### config.mk
export PLATFORM = sky130hd
export DESIGN_NAME = lane_loader
export DESIGN_NICKNAME = d
export VERILOG_FILES = /design/src/rtl/lane_loader.sv
export SDC_FILE = /design/constraint.sdc
export NUM_CORES = 2
export LEC_CHECK = 0
export CORE_AREA = 2 2 648 650
export CTS_CLUSTER_SIZE = 25
export DETAILED_ROUTE_END_ITERATION = 8
export DIE_AREA = 0 0 650 652
export PLACE_DENSITY = 0.31
export SETUP_SLACK_MARGIN = 0.4
export SLEW_MARGIN = 20
export SYNTH_ARGS = -nofsm -noshare
export SYNTH_HDL_FRONTEND = slang
export SYNTH_SLANG_ARGS = --single-unit
export TNS_END_PERCENT = 30
### constraint.sdc
create_clock -name clk -period 2.08 [get_ports clk]
set_input_delay 0.416 -clock clk [delete_from_list [all_inputs] [get_ports clk]]
set_output_delay 0.416 -clock clk [all_outputs]
set_load 0.05 [all_outputs]
### src/rtl/lane_loader.sv
// Collects LANES lanes of LANE_W bits into one state block, then pulses start
// and holds the block stable until the encoder reports ready.
//
// state | meaning
// LOAD  | accepting lanes, in_ready=1
// START | one-cycle start pulse, block complete
// WAIT  | block held stable until ready
module lane_loader #(
  parameter int LANE_W = 64,
  parameter int LANES  = 25
) (
  input  logic                    clk,
  input  logic                    rst,
  input  logic                    in_valid,
  input  logic [LANE_W-1:0]       in_lane,
  output logic                    in_ready,
  output logic [LANES*LANE_W-1:0] state_out,
  output logic                    start,
  input  logic                    ready,
  output logic                    busy,
  output logic [4:0]              lane_cnt
);

  typedef enum logic [1:0] {
    LOAD  = 2'd0,
    START = 2'd1,
    WAIT  = 2'd2
  } state_t;

  localparam logic [4:0] LAST_LANE = 5'(LANES - 1);

  state_t state, state_nxt;
  logic   xfer;
  logic   last_lane;

  assign xfer      = in_valid && (state == LOAD);
  assign last_lane = (lane_cnt == LAST_LANE);

  always_ff @(posedge clk) begin
    if (rst) state <= LOAD;
    else     state <= state_nxt;
  end

  always_comb begin
    state_nxt = state;
    case (state)
      LOAD:    if (xfer && last_lane) state_nxt = START;
      START:   state_nxt = WAIT;
      WAIT:    if (ready) state_nxt = LOAD;
      default: state_nxt = LOAD;
    endcase
  end

  always_comb begin
    in_ready = 1'b0;
    start    = 1'b0;
    busy     = 1'b0;
    case (state)
      LOAD:    in_ready = 1'b1;
      START: begin
        start = 1'b1;
        busy  = 1'b1;
      end
      WAIT:    busy = 1'b1;
      default: in_ready = 1'b0;
    endcase
  end

  // Only LOAD writes, so the block is frozen from START through WAIT.
  always_ff @(posedge clk) begin
    if (rst) begin
      lane_cnt  <= 5'd0;
      state_out <= '0;
    end else if (xfer) begin
      for (int i = 0; i < LANES; i++) begin
        if (lane_cnt == 5'(i)) state_out[i*LANE_W +: LANE_W] <= in_lane;
      end
      lane_cnt <= last_lane ? 5'd0 : lane_cnt + 5'd1;
    end
  end

endmodule

==> Flow_metrics.wiki <==
{| class="wikitable"
! Metric !! Value
|-
| Synth unique cells || 32
|-
| Power per cell area || 716 nW/um^2
|-
| Total vias in the final route || 58414
|-
| Crit. Startpoint || state[1]$_SDFFE_PP0P_
|-
| Total non-filler cell area in the finished layout || 102000 um^2
|-
| Relative max-transition margin || 0.531
|-
| Source of the worst hold timing path || in_lane[37]
|-
| NumNets Final || 8464
|-
| Final Hold Violating Endpoints || 0
|-
| Final Cycle Share || 1.04
|-
| Smallest setup slack after layout || -0.0830 ns
|-
| Sequential cell area fraction in the yosys report || 0.526
|-
| Worst Setup End Kind || output pin
|-
| Most frequent cells in the layout || sky130_fd_sc_hd__buf_4, sky130_fd_sc_hd__a21oi_1, sky130_fd_sc_hd__dfxtp_1
|-
| Post-detailed-route wirelength per cell || 28.8 um
|-
| Buffer levels on the longest clock path || 4
|-
| Grt total ovfl || 0
|-
| Number of antenna violations at the first check in global routing || 45
|-
| Antenna Nets Post-Route || 0
|-
| Placer Congestion || 0.795
|-
| Most common cell after layout, fill and taps aside || sky130_fd_sc_hd__buf_4
|-
| Synth Register Bits || 1607
|-
| Final core utilization || 0.246
|-
| Kind of start point of the critical path || flop
|-
| Filler instances || 44467
|-
| Layout overhead on the synthesized area || 67.2%
|-
| Total standard cell area after synthesis || 61100 um^2
|-
| Setup Crit Path Kind || reg -> out
|-
| Register-to-Register Path Depth || 11
|-
| Number of maximum-capacitance constraint violations || 0
|-
| Later-pin clock latency in the skew report || 0.90 ns
|-
| Die Wd || 650 um
|-
| Leak pwr || 41.8 nW
|-
| Unrepaired setup endpoints after global routing || true
|-
| CP required || 1.66 ns
|-
| Worst clock skew on the final layout || 0.0447 ns
|-
| Worst reg2reg path startpoint || state[1]$_SDFFE_PP0P_
|-
| Root cell of the clock tree || sky130_fd_sc_hd__clkbuf_16
|-
| Avg Cell Area, Syn || 9.23 um^2
|-
| Violated checks || negative setup slack
|-
| Minimum clock period || 2.16 ns
|-
| Total cell area at the placement stage || 85900 um^2
|-
| Crit Path Max Fanout || 3
|-
| Final routed wirelength across all metal layers || 405000 um
|-
| Sum of net half-perimeters after detailed placement || 275000 um
|-
| IO buf count || 1675
|-
| Final-report setup violation count || 11
|-
| Total nets after synthesis || 6696
|-
| Reg-to-reg slack, setup || -0.04 ns
|-
| DR vias/cell || 4.16
|-
| Worst EP arrival || 1.75 ns
|-
| Status || finished, violations left
|-
| Timing endpoint of the critical path || busy
|-
| Std-Cell Rows || 237
|-
| Path category of the worst min-delay check || in -> reg
|-
| Total net switching power || 0.0194 W
|-
| Area of the die || 424000 um^2
|-
| Share of power burned in combinational logic || 0.078
|-
| Largest net degree at the start of global routing || 93
|-
| TritonCTS clock tree || done
|-
| Number of global-route vias before repair || 56089
|-
| Transition time of the tightest slew-check pin || 0.702 ns
|-
| Yosys warning count || 0
|-
| Hold WS || 0.257 ns
|-
| Effective utilization at floorplan || 0.147
|-
| Wire length of the first global-routing pass || 516000 um
|-
| Count of boundary I/O pins || 1676
|-
| Area of combinational cells with multiple inputs || 27000 um^2
|-
| H-tree depth || 4
|-
| Count of routing violations after the opening detailed-route iteration || 4009
|-
| Area taken by flip-flops and latches || 33400 um^2
|-
| Detailed-routing iteration count for the pre-antenna-repair pass || 6
|-
| Clock power frac || 0.499
|-
| Peak supply drop || 0.000660 V
|-
| Core footprint || 416000 um^2
|-
| Design internal power || 0.0538 W
|-
| Detailed-route DRC error count || 0
|-
| Total GRT Usage || 0.174
|-
| Sink Count || 1607
|-
| Sequential fraction of design power || 0.423
|-
| Chip height || 652 um
|-
| Maximum achievable frequency || 0.462 GHz
|-
| Clock slew seen by the registers of the worst setup and hold paths || 0.06 ns
|-
| Number of pins with negative max-slew slack in the final report || 0
|-
| Proportion of total power due to net switching || 0.266
|-
| Cells after Synth || 6619
|-
| R2r endpoint || state_out[652]$_SDFFE_PP0P_
|-
| Proportion of layout cells with a drive suffix above 1 || 0.424
|-
| Cts bufs inserted || 211
|}
==> kinds of logic after synthesis <==
kind of cell               synth area share
xor gates and xnor gates           0.000143
adders and majority gates           0.00184
buffers and inverters                0.0532
DFF                                   0.526
muxes                                 0.116
and+or+nand+nor                       0.161
AOI/OAI and AO/OA                     0.142
==> what timing repair did <==
action	in CTS	in global routing
pin swaps	1	118
hold buffers	30	0
setup endpoints to repair	3213	3213
gates cloned	0	58
endpoints found under the hold margin	206	0
buffers inserted	57	77
gates resized for setup	5637	2177
==> worst min-delay path by stage <==
stage	depth (start not counted)	end	slack, ns
finish	4	state_out[1125]$_SDFFE_PP0P_	0.26
global route	4	state_out[1125]$_SDFFE_PP0P_	0.19
CTS	4	state_out[1159]$_SDFFE_PP0P_	0.14
detailed placement	2	state_out[998]$_SDFFE_PP0P_	0.45
global placement	2	state_out[1009]$_SDFFE_PP0P_	0.45
floorplan	2	state[1]$_SDFFE_PP0P_	0.46
==> state kept, by name, summed over array words and instances, names as in the netlist <==
name       cells
lane_cnt       5
state          2
state_out   1600
==> per-stage QoR <==
step	instances	total power, W	setup TNS [ns]	setup slack (ns)
final	14056	0.0732	-0.246	-0.0830
after global routing	14046	0.0758	-5.76	-0.227
after CTS	13904	0.0744	-54.79	-0.249
after detailed placement	13449	0.0372	-591.18	-0.522
after global placement	13449	0.0372	-572.44	-0.524
after floorplan	6619	0.0339	0	0.342
==> cell usage after synthesis <==
| cell type | number | share of area |
|---|---|---|
| sky130_fd_sc_hd__nand3_1 | 835 | 0.068 |
| sky130_fd_sc_hd__inv_1 | 6 | 0.00037 |
| sky130_fd_sc_hd__buf_6 | 2 | 0.00037 |
| sky130_fd_sc_hd__ha_1 | 9 | 0.0018 |
| sky130_fd_sc_hd__o21ai_0 | 823 | 0.067 |
| sky130_fd_sc_hd__nand2b_1 | 774 | 0.079 |
| sky130_fd_sc_hd__nor2b_1 | 3 | 0.00031 |
| sky130_fd_sc_hd__a221oi_1 | 1 | 0.00014 |
| sky130_fd_sc_hd__nor3_2 | 1 | 0.00016 |
| sky130_fd_sc_hd__or3b_2 | 1 | 0.00014 |
| sky130_fd_sc_hd__nand4_1 | 5 | 0.00051 |
| sky130_fd_sc_hd__xor2_1 | 1 | 0.00014 |
| sky130_fd_sc_hd__nor2_2 | 1 | 0.00010 |
| sky130_fd_sc_hd__nand4b_1 | 3 | 0.00043 |
| sky130_fd_sc_hd__or3_1 | 1 | 0.00010 |
| sky130_fd_sc_hd__and2_1 | 3 | 0.00031 |
| sky130_fd_sc_hd__o21ai_1 | 10 | 0.00082 |
| sky130_fd_sc_hd__dfxtp_1 | 1607 | 0.53 |
| sky130_fd_sc_hd__buf_2 | 233 | 0.019 |
| sky130_fd_sc_hd__and4_1 | 4 | 0.00057 |
| sky130_fd_sc_hd__buf_4 | 6 | 0.00074 |
| sky130_fd_sc_hd__mux2i_1 | 706 | 0.12 |
| sky130_fd_sc_hd__nand2_2 | 9 | 0.00092 |
| sky130_fd_sc_hd__nor3_1 | 1 | 0.000082 |
| sky130_fd_sc_hd__or2_1 | 1 | 0.00010 |
| sky130_fd_sc_hd__and3_1 | 2 | 0.00020 |
| sky130_fd_sc_hd__a211oi_1 | 1 | 0.00012 |
| sky130_fd_sc_hd__buf_1 | 27 | 0.0017 |
| sky130_fd_sc_hd__a21oi_1 | 899 | 0.074 |
| sky130_fd_sc_hd__clkbuf_1 | 505 | 0.031 |
| sky130_fd_sc_hd__and4b_1 | 4 | 0.00066 |
| sky130_fd_sc_hd__nand2_1 | 135 | 0.0083 |
==> final cells by class <==
cell class	instances	share of cell area
antenna	17	0.000416
multi-input combinational	4233	0.264
timing repair buffer	2328	0.275
tap	5497	0.0673
clock inverter	51	0.00480
sequential	1607	0.327
clock buffer	317	0.0607
inverter	6	0.000269
==> worst max-delay path: stages, from the launching register on <==
cell	delay (ns)
sky130_fd_sc_hd__dfxtp_2	0.33
sky130_fd_sc_hd__inv_2	0.06
sky130_fd_sc_hd__ha_4	0.28
sky130_fd_sc_hd__buf_12	0.15
==> per-layer routing <==
metal	vias up	wire, um	GRT usage
li1	26458	-	-
met1	29299	164000	0.210
met2	2183	193000	0.292
met3	474	33400	0.0574
met4	0	14500	0.0547
met5	-	0	0
==> power groups by stage <==
stage / Sequential (W) / Clock [W] / Combinational, W
2_1_floorplan: 0.0324 / 0 / 0.00156
6_report: 0.0310 / 0.0365 / 0.00567
3_5_place_dp: 0.0318 / 0 / 0.00540
5_1_grt: 0.0310 / 0.0390 / 0.00588
3_3_place_gp: 0.0318 / 0 / 0.00540
4_1_cts: 0.0310 / 0.0379 / 0.00551
Power figures use the tool's default switching activity.
